`src/rtl/instr_encoder_loader_pkg.sv`:
```
// Shared CPU definitions: opcodes, instruction format prefix, loader states
// and the field-to-word encoder used by the instruction loader.
package instr_encoder_loader_pkg;

  // CR16a-style opcodes
  localparam logic [3:0] OP_NOP  = 4'b0000;
  localparam logic [3:0] OP_AND  = 4'b0001;
  localparam logic [3:0] OP_OR   = 4'b0010;
  localparam logic [3:0] OP_XOR  = 4'b0011;
  localparam logic [3:0] OP_LSH  = 4'b0100;
  localparam logic [3:0] OP_ADD  = 4'b0101;
  localparam logic [3:0] OP_ADDU = 4'b0110;
  localparam logic [3:0] OP_ADDC = 4'b0111;
  localparam logic [3:0] OP_NOT  = 4'b1000;
  localparam logic [3:0] OP_SUB  = 4'b1001;
  localparam logic [3:0] OP_SUBC = 4'b1010;
  localparam logic [3:0] OP_CMP  = 4'b1011;
  localparam logic [3:0] OP_ASHU = 4'b1100;
  localparam logic [3:0] OP_MOV  = 4'b1101;

  // Top nibble that marks a register-register instruction word
  localparam logic [3:0] RR_PREFIX = 4'b0000;

  // Loader session states
  typedef enum logic [1:0] {
    ST_IDLE  = 2'd0,
    ST_LOAD  = 2'd1,
    ST_DRAIN = 2'd2,
    ST_DONE  = 2'd3
  } state_e;

  // One instruction's worth of fields as presented by the program source
  typedef struct packed {
    logic       rtype;
    logic [3:0] op;
    logic [3:0] rdest;
    logic [3:0] rsrc;
    logic [7:0] imm8;
  } fields_t;

  // RR: {prefix, rdest, op, rsrc}; immediate: {op, rdest, imm8}
  function automatic logic [15:0] encode(input fields_t f);
    if (f.rtype) begin
      return {RR_PREFIX, f.rdest, f.op, f.rsrc};
    end
    return {f.op, f.rdest, f.imm8};
  endfunction

  // An immediate with opcode 0000 would decode as RR, so it cannot be encoded
  function automatic logic is_illegal(input fields_t f);
    return !f.rtype && (f.op == RR_PREFIX);
  endfunction

endpackage

```
`src/rtl/instr_encoder_loader_fifo.sv`:
```
// Synchronous FIFO with registered pointers; reports full, empty and
// occupancy. Push on full and pop on empty are ignored.
module sync_fifo #(
  parameter int WIDTH = 16,
  parameter int DEPTH = 4
) (
  input  logic                       clk,
  input  logic                       reset,
  input  logic                       push_i,
  input  logic                       pop_i,
  input  logic [WIDTH-1:0]           wdata_i,
  output logic [WIDTH-1:0]           rdata_o,
  output logic                       full_o,
  output logic                       empty_o,
  output logic [$clog2(DEPTH):0]     level_o
);

  localparam int AW = $clog2(DEPTH);

  logic [WIDTH-1:0] mem_q [DEPTH];
  logic [AW:0]      wr_q, wr_d;
  logic [AW:0]      rd_q, rd_d;
  logic             do_push, do_pop;

  assign level_o = wr_q - rd_q;
  assign empty_o = (wr_q == rd_q);
  assign full_o  = (level_o == (AW+1)'(DEPTH));
  assign rdata_o = mem_q[rd_q[AW-1:0]];

  assign do_push = push_i && !full_o;
  assign do_pop  = pop_i && !empty_o;

  // Pointer next-state
  always_comb begin
    // NOTE: every combinational output gets a default first, so no path can infer a latch.
    wr_d = wr_q;
    rd_d = rd_q;
    if (do_push) wr_d = wr_q + 1'b1;
    if (do_pop)  rd_d = rd_q + 1'b1;
  end

  // Pointer registers; reset empties the FIFO
  always_ff @(posedge clk) begin
    // NOTE: sequential state uses non-blocking assignments so all flops update from pre-edge values.
    if (reset) begin
      wr_q <= '0;
      rd_q <= '0;
    end else begin
      wr_q <= wr_d;
      rd_q <= rd_d;
    end
  end

  // Storage write
  always_ff @(posedge clk) begin
    // NOTE: storage is not reset; the pointers alone define which entries are valid.
    if (do_push) mem_q[wr_q[AW-1:0]] <= wdata_i;
  end

endmodule

```
`src/rtl/instr_encoder_loader.sv`:
```
// Encodes instruction fields into 16-bit words and writes them to
// instruction memory at consecutive addresses, buffering through a FIFO.
module instr_encoder_loader
  import instr_encoder_loader_pkg::*;
#(
  parameter int ADDR_W = 8,
  parameter int DEPTH  = 4
) (
  input  logic              clk,
  input  logic              reset,
  input  logic              start,
  input  logic              finish,
  input  logic [ADDR_W-1:0] base_addr,
  input  logic              enc_valid,
  output logic              enc_ready,
  input  logic              enc_rtype,
  input  logic [3:0]        enc_op,
  input  logic [3:0]        enc_rdest,
  input  logic [3:0]        enc_rsrc,
  input  logic [7:0]        enc_imm8,
  output logic              mem_we,
  input  logic              mem_ready,
  output logic [ADDR_W-1:0] mem_addr,
  output logic [15:0]       mem_wdata,
  output logic              busy,
  output logic              done,
  output logic              err,
  output logic              wrapped,
  output logic [ADDR_W:0]   count
);

  localparam int LW = $clog2(DEPTH) + 1;

  state_e            state_q, state_d;
  logic [ADDR_W-1:0] ptr_q, ptr_d;
  logic [ADDR_W:0]   count_q, count_d;
  logic              err_q, err_d;
  logic              wrapped_q, wrapped_d;

  fields_t           fields;
  logic              illegal;
  logic              accept, push, pop;
  logic [15:0]       fifo_head;
  logic              fifo_full, fifo_empty;
  logic [LW-1:0]     fifo_level;
  logic              last_pop;

  assign fields = '{rtype: enc_rtype, op: enc_op, rdest: enc_rdest,
                    rsrc: enc_rsrc, imm8: enc_imm8};
  assign illegal = is_illegal(fields);

  assign enc_ready = (state_q == ST_LOAD) && !fifo_full;
  assign accept    = enc_valid && enc_ready;
  assign push      = accept && !illegal;

  assign mem_we    = !fifo_empty && ((state_q == ST_LOAD) || (state_q == ST_DRAIN));
  assign pop       = mem_we && mem_ready;
  assign mem_addr  = ptr_q;
  assign mem_wdata = fifo_empty ? 16'h0000 : fifo_head;

  // The write completing now empties the FIFO, so DONE can follow directly
  assign last_pop = pop && (fifo_level == LW'(1));

  assign busy    = (state_q != ST_IDLE);
  assign done    = (state_q == ST_DONE);
  assign err     = err_q;
  assign wrapped = wrapped_q;
  assign count   = count_q;

  sync_fifo #(
    .WIDTH (16),
    .DEPTH (DEPTH)
  ) u_fifo (
    .clk     (clk),
    .reset   (reset),
    .push_i  (push),
    .pop_i   (pop),
    .wdata_i (encode(fields)),
    .rdata_o (fifo_head),
    .full_o  (fifo_full),
    .empty_o (fifo_empty),
    .level_o (fifo_level)
  );

  // Session state register
  always_ff @(posedge clk) begin
    if (reset) state_q <= ST_IDLE;
    else       state_q <= state_d;
  end

  // Session sequencing: start opens, finish closes input, drain, one-cycle done
  always_comb begin
    state_d = state_q;
    unique case (state_q)
      ST_IDLE:  if (start)                    state_d = ST_LOAD;
      ST_LOAD:  if (finish)                   state_d = ST_DRAIN;
      ST_DRAIN: if (fifo_empty || last_pop)   state_d = ST_DONE;
      ST_DONE:                                state_d = ST_IDLE;
      default:                                state_d = ST_IDLE;
    endcase
  end

  // Write pointer, word count and sticky session flags
  always_comb begin
    ptr_d     = ptr_q;
    count_d   = count_q;
    err_d     = err_q;
    wrapped_d = wrapped_q;
    if ((state_q == ST_IDLE) && start) begin
      ptr_d     = base_addr;
      count_d   = '0;
      err_d     = 1'b0;
      wrapped_d = 1'b0;
    end else begin
      if (accept && illegal) err_d = 1'b1;
      if (pop) begin
        ptr_d   = ptr_q + 1'b1;
        count_d = count_q + 1'b1;
        if (&ptr_q) wrapped_d = 1'b1;
      end
    end
  end

  // Datapath registers
  always_ff @(posedge clk) begin
    if (reset) begin
      ptr_q     <= '0;
      count_q   <= '0;
      err_q     <= 1'b0;
      wrapped_q <= 1'b0;
    end else begin
      ptr_q     <= ptr_d;
      count_q   <= count_d;
      err_q     <= err_d;
      wrapped_q <= wrapped_d;
    end
  end

endmodule

```
`config.mk`:
```
export PLATFORM = sky130hd
export DESIGN_NAME = instr_encoder_loader
export DESIGN_NICKNAME = d
export VERILOG_FILES = /design/src/rtl/instr_encoder_loader_pkg.sv /design/src/rtl/instr_encoder_loader_fifo.sv /design/src/rtl/instr_encoder_loader.sv
export SDC_FILE = /design/constraint.sdc
export NUM_CORES = 1
export LEC_CHECK = 0
export CAP_MARGIN = 20
export CORE_MARGIN = 1.5
export CORE_UTILIZATION = 51
export CTS_BUF_LIST = sky130_fd_sc_hd__clkbuf_4 sky130_fd_sc_hd__clkbuf_8 sky130_fd_sc_hd__clkbuf_16
export DETAILED_ROUTE_END_ITERATION = 6
export GPL_TIMING_DRIVEN = 0
export MAX_ROUTING_LAYER = met4
export PLACE_DENSITY = 0.78
export SETUP_SLACK_MARGIN = 0.3
export SLEW_MARGIN = 10
export SYNTH_ARGS = -nofsm -noshare
export SYNTH_HDL_FRONTEND = slang
export SYNTH_HIERARCHICAL = 1
export SYNTH_SLANG_ARGS = --single-unit
```
`constraint.sdc`:
```
create_clock -name clk -period 6.15 [get_ports clk]
set_input_delay 0.9225 -clock clk [delete_from_list [all_inputs] [get_ports clk]]
set_output_delay 0.9225 -clock clk [all_outputs]
set_load 0.03 [all_outputs]
```
After elaboration in Yosys (flattened, before gate mapping)
Memories as Yosys holds them, arrays and structs flattened. A register that Yosys moved wholly into a read port is not among the register bits. Index checks and enable logic that the tools add are counted.

Register bits after elaboration: 27. Memory bits (writable): 64. Input bits: 35. Output and inout bits: 39. Logic and storage cells: 60. Memories kept: 1.

Memory list: u_fifo.mem_q (depth 4, bits a word 16, read ports 1, clocked after Yosys merged registers in 1, wr ports 1, RTL line instr_encoder_loader_fifo.sv:20) `logic [WIDTH-1:0] mem_q [DEPTH];`.

Add/subtract/negate cells: 5. Eq/ne operators: 9. Multiplexer cells: 14. Reduce and logical (&&, ||, !) cells: 24.

Operators by type and width (count): $mux W16 (3); $mux W8 (2); $logic_and A1 B1 Y1 (11); $mux W2 (5); $add A9 B1 Y9 const B (1); $reduce_and A9 Y1 (1); $add A8 B1 Y8 const B (1); $pmux W2 S4 (1); $add A3 B1 Y3 const B (2); $eq A2 B2 Y1 const B (2); $logic_not A1 Y1 (4); $logic_not A4 Y1 (1); $ne A2 B2 Y1 const B (2); $reduce_bool A2 Y1 (2); $eq A3 B1 Y1 const B (1); $eq A3 B3 Y1 (1); $eq A3 B3 Y1 const B (1); $mux W1 (3); $reduce_and A3 Y1 (1); $sub A3 B3 Y3 (1); $eq A2 B1 Y1 const B (1); $logic_not A2 Y1 (1); $logic_or A1 B1 Y1 (2); $ne A2 B1 Y1 const B (1); $reduce_or A2 Y1 (1).

Longest topological paths before layout
Gate-level depths: netlist (run 1).

Word-level depth: 9. Gate-level depth with buffers: 13. Gate-level depth less buffers: 13.

By module
The synthesis (run 1) kept the hierarchy.

By module, submodules not included: sync_fifo (instances 1, cells each 132, area an instance 2786.4 um^2, sequential area each 2082.0 um^2); instr_encoder_loader (instances 1, cells each 156, area an instance 1315.0 um^2, sequential area each 420.4 um^2).

Worst setup path after synthesis (run 1)
No wires, ideal clock.

Path kind: register to register. Start point: register u_fifo.wr_q[0]. End point: memory u_fifo.mem_q[0][0] (enable). Setup time: 0.374 ns. Data arrival time: 2.961 ns. Required time: 5.776 ns. Setup slack: 2.815 ns. Stages on the path, launching flop included: 12. Path buffers: 0. Clock period less this slack: 3.335 ns. Cell sequence: dfxtp_1 -> inv_1 -> ha_1 -> inv_1 -> fa_1 -> and2b_2 -> and2_2 -> nor2b_1 -> nand2_1 -> nor2_1 -> a21boi_4 -> and2_1.

Longest elaborated chain between the ends: 9.

RTL lines: start: declaration (RTL line instr_encoder_loader_fifo.sv:21) `logic [AW:0] wr_q, wr_d;`; start signal: assignment (RTL line instr_encoder_loader_fifo.sv:49) `wr_q <= wr_d;`; $sub A3 B3 Y3 (RTL line instr_encoder_loader_fifo.sv:25) `assign level_o = wr_q - rd_q;`; named net fifo_level[1] (RTL line instr_encoder_loader.sv:45) `logic [LW-1:0] fifo_level;`; $eq A3 B3 Y1 (RTL line instr_encoder_loader_fifo.sv:27) `assign full_o = (level_o == (AW+1)'(DEPTH));`; named net fifo_full (RTL line instr_encoder_loader.sv:44) `logic fifo_full, fifo_empty;`; $logic_not A1 Y1 (RTL line instr_encoder_loader.sv:52) `assign enc_ready = (state_q == ST_LOAD) && !fifo_full;`; $logic_and A1 B1 Y1 (RTL line instr_encoder_loader.sv:52); named net enc_ready (RTL line instr_encoder_loader.sv:15) `output logic enc_ready,`; $logic_and A1 B1 Y1 (RTL line instr_encoder_loader.sv:53) `assign accept = enc_valid && enc_ready;`; $logic_and A1 B1 Y1 (RTL line instr_encoder_loader.sv:54) `assign push = accept && !illegal;`; named net push (RTL line instr_encoder_loader.sv:42) `logic accept, push, pop;`; $logic_and A1 B1 Y1 (RTL line instr_encoder_loader_fifo.sv:30) `assign do_push = push_i && !full_o;`; $mux W1 (RTL line instr_encoder_loader_fifo.sv:57) `if (do_push) mem_q[wr_q[AW-1:0]] <= wdata_i;`; $mux W1 (not written as such) (RTL line instr_encoder_loader_fifo.sv:57); end: declaration (RTL line instr_encoder_loader_fifo.sv:20).

The timed path passes the listed nets, and every way through them passes these cells.

Worst setup path after layout (run 1)
Start point: register u_fifo.wr_q[0]. End point: output port mem_wdata[8].

Longest elaborated chain between the ends: 2.

RTL lines: $eq A3 B3 Y1 (RTL line instr_encoder_loader_fifo.sv:26) `assign empty_o = (wr_q == rd_q);`; named net fifo_empty (RTL line instr_encoder_loader.sv:44); $mux W16 (RTL line instr_encoder_loader.sv:59) `assign mem_wdata = fifo_empty ? 16'h0000 : fifo_head;`; end: declaration (RTL line instr_encoder_loader.sv:24) `output logic [15:0] mem_wdata,`.

The timed path passes the listed nets, and every way through them passes these cells.

==> results of run 1 <==
-- kinds of logic (layout without fill, tap and decap cells) --
kind of cell / after synthesis / in the layout / share of synthesized area, %
DFF: 93 / 93 / 61.0
and+or+nand+nor: 88 / 88 / 11.5
muxes: 26 / 26 / 11.5
AOI/OAI and AO/OA: 25 / 25 / 4.58
buffers and inverters: 22 / 112 / 2.23
xor gates and xnor gates: 19 / 19 / 4.42
adders and majority gates: 15 / 15 / 4.76
-- sequential cells by signal, summed over array words and instances (netlist names), named ones only --
register and flops:
mem_addr 8, state_q 2, u_fifo/wr_q 3, u_fifo/mem_q 64, count 9, wrapped 1, err 1, u_fifo/rd_q 3
-- synthesized netlist by cell type, drive strengths merged (3+ instances only) --
library cell / n
mux4: 16
clkbuf: 6
buf: 4
a211oi: 7
nand2: 12
nor2b: 15
and2b: 8
mux2: 8
nand4: 9
a21oi: 6
o21ai: 3
edfxtp: 64
ha: 14
and2: 4
xor2: 12
xnor2: 6
inv: 12
nor2: 28
dfxtp: 29
-- tightest hold or removal path, cell delays in order (launching register included) --
cell and delay, ns:
dfxtp_1 0.35, a41oi_1 0.05, nor2_1 0.07
-- worst min-delay path by stage --
stage                end  slack, ns  cells after the start      startpoint
2_1_floorplan  flip-flop       0.52                      2  u_fifo/rd_q[1]
3_3_place_gp         err       0.47                      2             err
3_5_place_dp     wrapped       0.49                      2         wrapped
4_1_cts          wrapped       0.51                      2         wrapped
5_1_grt          wrapped       0.55                      2         wrapped
6_report         wrapped       0.51                      2         wrapped
-- through the flow --
step | total power (uW) | instances | hold WS, ns | setup slack [ns]
4_1_cts | 1690 | 479 | 0.513 | 2.02
2_1_floorplan | 1070 | 288 | 0.517 | 2.81
5_1_grt | 1760 | 480 | 0.547 | 1.86
3_3_place_gp | 1250 | 463 | 0.467 | 2.53
3_5_place_dp | 1260 | 463 | 0.486 | 2.43
6_report | 1680 | 480 | 0.509 | 2.14
-- final cells by class --
class                   instances  area [um2]  area share (%)
plain buffers                  10        43.8           0.845
inverters                      12        47.5           0.917
repair buffers                 74         742            14.3
clock buffers                   9         124            2.39
well taps                     102         128            2.46
flip-flops and latches         93        2500            48.3
clock inverters                 7        88.8            1.71
multi-input cells             173        1510            29.1
-- power breakdown --
part           total [uW]  switching (uW)  internal, uW
Combinational         480             276           204
Sequential            763            38.6           724
Clock                 434             235           199
Total                1680             550          1130
-- routing by layer --
layer | vias to the layer above | track usage, % | routed length (um)
met5 | - | - | 0
met2 | 82 | 33.1 | 3890
li1 | 1227 | - | -
met4 | 0 | 7.95 | 108
met1 | 1226 | 26.2 | 3470
met3 | 10 | 2.87 | 433
-- layout by cell type, fill, tap and decap left out, types with 4 or more instances in the layout --
cell,n
clkdlybuf4s50_1,73
edfxtp_1,64
dfxtp_1,29
nor2_1,28
mux4_2,16
nor2b_1,15
ha_1,14
nand2_1,12
xor2_1,12
inv_1,11
nand4_1,9
clkbuf_8,9
mux2_2,8
and2b_1,7
a211oi_1,7
clkbuf_1,6
xnor2_1,6
a21oi_1,4
==> reports/qor.yml, run 1 <==
yosys:
  synth_seq_cells: 93
  synth_top_area_share_pct: 46.9
  yosys-top-cells-area: "edfxtp_1 (47%), dfxtp_1 (14%), mux4_2 (8.8%), ha_1 (4.3%), nor2_1 (2.6%)"
  synth_edf_count: 64
  synth-seq-area-share_pct: 61.0
  synth_area_per_cell_um2: 14.2
  ys_warn_count: 6
  syn_inst: 288
  synthFlopType: "edfxtp_1"
  synthesis.nets: 338
  syn_area_um2: 4100
  synth.largest_area_cell: "edfxtp_1"
  synthArstFlopShare_pct: 0
  yosysUniqueCellTypes: 44
setup_path:
  crit_family: "buffers and inverters"
  worstPathRequired_ns: 5.23
  rr_endpoint: "u_fifo/mem_q[2][4]"
  reg2reg_slack_ns: 2.76
  r2r_cells: 11
  setup.worst_path.end_class: "output pin"
  start_kind: "flip-flop"
  slowest_stage: "clkdlybuf4s50_1"
  crit_path_end: "mem_wdata[8]"
  critPathArrivalTime_ns: 3.09
  slowest_delay_ns: 0.63
  worstPathCellList: "inv_1 > ha_1 > nand2_1 > nor2_1 > clkbuf_1 > nor2b_1 > clkdlybuf4s50_1"
  worst-path-stages: 7
  timing.rr.start: "u_fifo/wr_q[0]"
  path_class: "flip-flop to output pin"
  cp-startpoint: "u_fifo/wr_q[0]"
  cp_num_buf_inv: 3
  cp_max_fo: 10
timing:
  setup_viol: 0
  post-route-period-util_pct: 65.2
  fin_skew_ns: 0.00927
  setup_tns_ns: 0
  rsz0062_at_grt: "false"
  slew_violations: 0
  worst_pin_slew_ns: 0.845
  relSlewSlack_pct: 43.6
  fin_crit_ns: 4.01
  fmax_mhz: 249
  hold_viol: 0
pwr:
  peakVddDrop_v: 0.000203
  p_leak_uw: 0.00180
  power_density_nw_per_um2: 324
grt:
  antenna_found_initial: 0
  grt_usage_pct: 20.4
  grt_pass1_vias: 2596
  grt_pass1_wl_mm: 12.8
  grt_max_degree: 19
  grt.overflow.total: 0
clock_network:
  post_cts_buffers: 0
  cts.sinks: 93
  clockRootBuffer: "clkbuf_8"
  cts-buffers-inserted: 9
  hold_buffers: 0
  cts_tree: "done"
  clockBufferDepth: 2
  clk_latency_ns: 0.36
  clkTransAtPathRegs_ns: 0.10
  ctsHtreeMaxLevel: 3
  cts_resized: 0
cells_and_area:
  diodes: 0
  area_growth_pct: 26.4
  fillers: 569
  final_layout_size_suffix_gt1_share_pct: 13.8
  fin_nets: 423
  fin_util_pct: 66.7
  fin_area_um2: 5180
drt:
  wl_per_cell_um: 16.5
  ant_nets: 0
  viasPerCell: 5.30
  dr.pass1.iters: 4
  vias: 2545
  drc: 0
  drtIter0Drc: 75
  drt-total-wl_mm: 7.90
placed_design:
  portBuffers: 73
  dpl_cell_area_um2: 4960
  hpwlAfterDp_mm: 5.47
  place.gp.congestion: 0.779
die:
  dieArea_um2: 8590
  core_um2: 7770
  die_x_um: 92.7
  rows: 32
  die_h_um: 92.7
  start_util_pct: 52.8
  io_pins: 74
flow_run:
  max_cap_violations: 0
run_status:
  status: "complete, no violations"
hold_path:
  holdCritPathClass: "flip-flop to flip-flop"
Power figures use the tool's default switching activity.
==> run 2: changes to the inputs <==
==> constraint.sdc (replaced) <==
create_clock -name clk -period 3.9 [get_ports clk]
set_input_delay 0.585 -clock clk [delete_from_list [all_inputs] [get_ports clk]]
set_output_delay 0.585 -clock clk [all_outputs]
set_load 0.03 [all_outputs]
==> reports/qor.yml, run 2 (synthesis gave the netlist of run 1 again) <==
drt:
  viasPerCell: 5.31
  wirelength_met1_mm: 3.47
  wl_met2_mm: 3.87
  routed.top_layer: "met4"
  ant_nets: 0
  drtIter0Drc: 73
  drc: 0
  wl_met3_um: 462
  drt-total-wl_mm: 7.93
  wl_per_cell_um: 16.5
  vias: 2547
  dr.pass1.iters: 4
die:
  start_util_pct: 52.8
  core_um2: 7770
  rows: 32
  dieArea_um2: 8590
  io_pins: 74
  die_x_um: 92.7
  die_h_um: 92.7
pwr:
  clkPwrFrac_pct: 25.9
  peakVddDrop_v: 0.000321
  sw_frac_of_total_pct: 32.8
  power_density_nw_per_um2: 510
  p_int_uw: 1780
  netSwitchingPower_uw: 869
  p_leak_uw: 0.00181
  power_frac_comb_pct: 28.7
  power_frac_seq_pct: 45.5
clock_network:
  clk_latency_ns: 0.37
  cts-buffers-inserted: 9
  cts_tree: "done"
  ctsHtreeMaxLevel: 3
  post_cts_buffers: 0
  clockBufferDepth: 2
  hold_buffers: 0
  clockRootBuffer: "clkbuf_8"
  clkTransAtPathRegs_ns: 0.10
  cts.sinks: 93
cells_and_area:
  area_growth_pct: 26.6
  final_common_cell: "clkdlybuf4s50_1"
  fin_nets: 423
  largest_reg_flops: 64
  layout.cells.non_filler: 480
  diodes: 0
  fin_area_um2: 5190
  final_cell_mix: "clkdlybuf4s50_1 (72), edfxtp_1 (64), dfxtp_1 (29), nor2_1 (27), mux4_2 (16)"
  final_layout_size_suffix_gt1_share_pct: 14.6
timing:
  fmax_mhz: 295
  post-route-period-util_pct: 87.0
  slew_violations: 0
  fin_skew_ns: 0.00940
  setup_viol: 0
  hold_viol: 0
  fin_crit_ns: 3.39
  worst_pin_slew_ns: 0.867
  setup_tns_ns: 0
  rsz0062_at_grt: "false"
  relSlewSlack_pct: 42.2
grt:
  grt_usage_pct: 20.4
  grt_pass1_wl_mm: 12.8
  grt_pass1_vias: 2596
  antenna_found_initial: 0
  grt_max_degree: 19
  grt.overflow.total: 0
setup_path:
  worstPathRequired_ns: 3.90
  critPathArrivalTime_ns: 3.39
  start_kind: "flip-flop"
  cp_max_fo: 16
  setup.worst_path.end_class: "flip-flop"
  path_class: "flip-flop to flip-flop"
placed_design:
  dpl_cell_area_um2: 4960
  dp_cells: 463
  place.gp.congestion: 0.779
  hpwlAfterDp_mm: 5.47
  portBuffers: 73
flow_run:
  max_cap_violations: 0
hold_path:
  holdCritPathClass: "flip-flop to flip-flop"
run_status:
  status: "complete, no violations"
-- run 2: changes by cell type in the layout (fill, tap and decap cells not counted) --
cell	previous run	this run
nor2_2	0	1
nor2_1	28	27
clkbuf_1	6	5
dlymetal6s2s_1	0	1
and2_2	1	2
and2_1	3	2
clkbuf_2	0	1
clkdlybuf4s50_1	73	72
-- run 2: repair_timing --
item,CTS,global route
pin swaps,0,0
setup endpoints to repair,10,27
resized for setup,1,4
hold endpoints to repair,0,0
-- run 2: layout make-up --
class | instances | area, um2
fillers | 570 | 2580
inverters | 12 | 47.5
repair buffers | 74 | 744
clock inverters | 7 | 88.8
clock buffers | 9 | 124
flip-flops and latches | 93 | 2500
well taps | 102 | 128
plain buffers | 10 | 45.0
multi-input cells | 173 | 1510
-- run 2: power by group through the flow --
stage	Combinational, uW	Clock (uW)	Sequential, uW
finish	758	685	1200
global route	821	732	1220
CTS	770	690	1200
detailed placement	767	0	1230
global placement	754	0	1220
floorplan	433	0	1260
-- run 2: critical path: stages (launching register included) --
cell and delay (ns):
dfxtp_1 0.36, inv_1 0.12, ha_1 0.15, inv_1 0.04, fa_1 0.49, and2b_2 0.25
and2_2 0.19, nor2b_1 0.20, nand2_1 0.08, nor2_1 0.14, a21boi_4 0.26, and2_1 0.73
-- run 2: path summary, 6_finish.rpt --
check / from / end / slack, ns / cells past startpoint
setup reg to reg: u_fifo/wr_q[0] / u_fifo/mem_q[0][15] / 0.51 / 11
hold reg to reg: wrapped / wrapped / 0.51 / 2
hold / removal: wrapped / wrapped / 0.51 / 2
setup / recovery: u_fifo/wr_q[0] / u_fifo/mem_q[0][15] / 0.51 / 11
-- run 2: metal layers --
layer  track usage (%)  vias to the layer above
li1                  -                     1226
met1              26.2                     1226
met2              33.1                       84
met3              2.87                       11
met4              7.95                        0
met5                 -                        -
-- run 2: per-stage QoR --
step / util, % / power, uW / worst slack (ns) / hold slack [ns]
2_1_floorplan: - / 1690 / 0.565 / 0.517
3_5_place_dp: 63.9 / 1990 / 0.475 / 0.486
3_3_place_gp: 63.9 / 1970 / 0.489 / 0.467
4_1_cts: 66.6 / 2660 / 0.321 / 0.513
5_1_grt: 66.8 / 2770 / 0.313 / 0.547
6_report: 66.8 / 2650 / 0.507 / 0.509
==> run 3: changes to the inputs <==
--- a/config.mk
+++ b/config.mk
@@ -7,15 +7,14 @@
 export LEC_CHECK = 0
 export CAP_MARGIN = 20
 export CORE_MARGIN = 1.5
-export CORE_UTILIZATION = 51
+export CORE_UTILIZATION = 45
 export CTS_BUF_LIST = sky130_fd_sc_hd__clkbuf_4 sky130_fd_sc_hd__clkbuf_8 sky130_fd_sc_hd__clkbuf_16
 export DETAILED_ROUTE_END_ITERATION = 6
 export GPL_TIMING_DRIVEN = 0
 export MAX_ROUTING_LAYER = met4
-export PLACE_DENSITY = 0.78
+export PLACE_DENSITY = 0.7
 export SETUP_SLACK_MARGIN = 0.3
 export SLEW_MARGIN = 10
 export SYNTH_ARGS = -nofsm -noshare
 export SYNTH_HDL_FRONTEND = slang
-export SYNTH_HIERARCHICAL = 1
 export SYNTH_SLANG_ARGS = --single-unit
==> reports/qor.yml, run 3 <==
timing:
  fin_skew_ns: 0.0106
  fin_crit_ns: 3.39
  slew_violations: 0
  worst_pin_slew_ns: 0.872
  relSlewSlack_pct: 41.8
  setup_tns_ns: 0
  rsz0062_at_grt: "false"
  hold_viol: 0
  post-route-period-util_pct: 86.8
  hold_slack_ns: 0.458
  fmax_mhz: 295
  setup_viol: 0
placed_design:
  portBuffers: 73
  hpwlAfterDp_mm: 5.64
  place.gp.congestion: 0.752
setup_path:
  crit_path_end: "mem_wdata[14]"
  cp_max_fo: 10
  cp-startpoint: "u_fifo.wr_q[0]"
  setup.worst_path.end_class: "output pin"
  worstPathRequired_ns: 3.31
  worstPathCellList: "inv_1 > ha_1 > nand2_1 > clkbuf_2 > nor2_4 > clkbuf_2 > nor2b_1 > clkdlybuf4s50_1"
  path_class: "flip-flop to output pin"
  reg2reg_slack_ns: 0.91
  timing.rr.start: "u_fifo.wr_q[0]"
  critPathArrivalTime_ns: 2.80
  r2r_cells: 7
  start_kind: "flip-flop"
  slowest_delay_ns: 0.59
  crit_top_cell: "clkbuf_2"
  rr_endpoint: "u_fifo.mem_q[0][7]"
  slowest_stage: "clkdlybuf4s50_1"
yosys:
  synth_top_area_share_pct: 46.1
  yosys-top-cells-area: "edfxtp_1 (46%), dfxtp_1 (14%), mux4_2 (8.6%), ha_1 (4.2%), nor2b_1 (3.3%)"
  synth_area_per_cell_um2: 14.2
  synth-seq-area-share_pct: 60.0
  synth_seq_cells: 93
  synth_edf_count: 64
  synth.largest_area_cell: "edfxtp_1"
  syn_area_um2: 4170
  synthArstFlopShare_pct: 0
  synth_common_cells: "edfxtp_1 (64), dfxtp_1 (29), nor2_1 (23), nor2b_1 (22), mux4_2 (16)"
  ys_warn_count: 0
  syn_inst: 293
  synthesis.nets: 343
  yosysUniqueCellTypes: 40
  synthFlopType: "edfxtp_1"
  yosys.cell_count.top_type: "edfxtp_1"
clock_network:
  clockRootBuffer: "clkbuf_8"
  cts_tree: "done"
  clockBufferDepth: 2
  hold_buffers: 0
  clkTransAtPathRegs_ns: 0.09
  clk_latency_ns: 0.36
  cts-buffers-inserted: 9
  cts.sinks: 93
  ctsHtreeMaxLevel: 3
flow_run:
  max_cap_violations: 0
pwr:
  peakVddDrop_v: 0.000257
  power.total_uw: 2550
  p_leak_uw: 0.00177
  power_density_nw_per_um2: 487
grt:
  grt_usage_pct: 18.2
  grt_max_degree: 17
  grt_pass1_vias: 2688
  antenna_found_initial: 0
  grt.overflow.total: 0
  grt_pass1_wl_mm: 13.4
cells_and_area:
  final_layout_size_suffix_gt1_share_pct: 13.3
  final_common_cell: "clkdlybuf4s50_1"
  diodes: 0
  fillers: 743
  fin_util_pct: 59.2
  final_cell_mix: "clkdlybuf4s50_1 (73), edfxtp_1 (64), dfxtp_1 (29), nor2b_1 (22), nor2_1 (22)"
  multiInputGateArea_um2: 1590
  regArea_um2: 2500
  largest_reg_flops: 64
  area_growth_pct: 25.8
  fin_nets: 428
drt:
  wl_met2_mm: 3.97
  ant_nets: 0
  wl_met3_um: 436
  vias: 2611
  wirelength_met1_mm: 3.58
  drt-total-wl_mm: 8.11
  drtIter0Drc: 82
  wl_per_cell_um: 16.5
  drc: 0
  routed.top_layer: "met4"
  dr.pass1.iters: 4
  viasPerCell: 5.32
die:
  die_h_um: 99.3
  core_um2: 8850
  rows: 34
  die_x_um: 99.3
  dieArea_um2: 9850
  io_pins: 74
  start_util_pct: 47.1
hold_path:
  holdCritPathClass: "flip-flop to flip-flop"
run_status:
  status: "complete, no violations"
-- run 3: cell count changes after synthesis, moves of 3 or more --
| cell | change |
|---|---|
| and4_1 | +3 |
| mux2i_1 | +3 |
| o211ai_1 | +3 |
| and2_1 | +4 |
| nor2_1 | -5 |
| and2b_1 | -7 |
| o2111ai_1 | +6 |
| nand2_1 | -3 |
| nand4_1 | -9 |
| or4_1 | +3 |
| nand2b_1 | +3 |
| xnor2_1 | -6 |
| nor2b_1 | +7 |
-- run 3: repair_timing --
action / 4_1_cts / 5_1_grt
setup endpoints to repair: 12 / 0
setup buffers: 0 / 0
gates resized for setup: 4 / 0
-- run 3: cell families (layout without fill, tap and decap cells) --
| kind of cell | count (synthesis) | count (layout) | synth area share (%) |
|---|---|---|---|
| xor+xnor | 14 | 14 | 3.48 |
| buf+inv | 23 | 113 | 2.28 |
| fa+ha+maj | 15 | 15 | 4.68 |
| mux | 31 | 31 | 12.5 |
| flops | 93 | 93 | 60.0 |
| simple gates | 83 | 83 | 11.3 |
| compound gates | 34 | 34 | 5.64 |
-- run 3: layer usage --
layer,up-vias,GRT usage [%]
met5,-,-
met4,0,6.18
met3,12,2.88
met2,77,29.6
met1,1259,23.6
li1,1263,-
-- run 3: critical path, delay by kind of cell (launching register included) --
family,cells,cell delay (ns)
AND/OR/NAND/NOR,3,0.48
adder cells (fa/ha/maj),1,0.32
flip-flops,1,0.40
buffers and inverters,4,1.24
-- run 3: layout make-up --
type,instances,share of cell area (%)
buffer,14,1.22
clock buffer,9,2.36
clock inverter,7,0.955
inverter,9,0.644
multi-input combinational,177,30.3
sequential,93,47.7
tap,108,2.58
timing repair buffer,74,14.2
-- run 3: how the worst min path moves through the flow --
stage / end / cells after the start / start
3_5_place_dp: wrapped / 2 / wrapped
5_1_grt: err / 2 / err
4_1_cts: wrapped / 2 / wrapped
2_1_floorplan: state_q[1] / 2 / state_q[1]
3_3_place_gp: err / 2 / err
6_report: err / 2 / err
-- run 3: power by group --
group | switching (uW) | leakage, uW | internal, uW
Sequential | 49.6 | 0.000816 | 1130
Combinational | 450 | 0.000865 | 330
Clock | 354 | 0.0000849 | 233
Total | 854 | 0.00177 | 1700
-- run 3: metrics by stage --
step | area (um2) | cells | setup slack, ns
3_3_place_gp | 5030 | 474 | 0.266
3_5_place_dp | 5060 | 475 | 0.278
2_1_floorplan | 4170 | 293 | 0.914
5_1_grt | 5240 | 491 | 0.306
4_1_cts | 5240 | 491 | 0.474
6_report | 5240 | 491 | 0.513
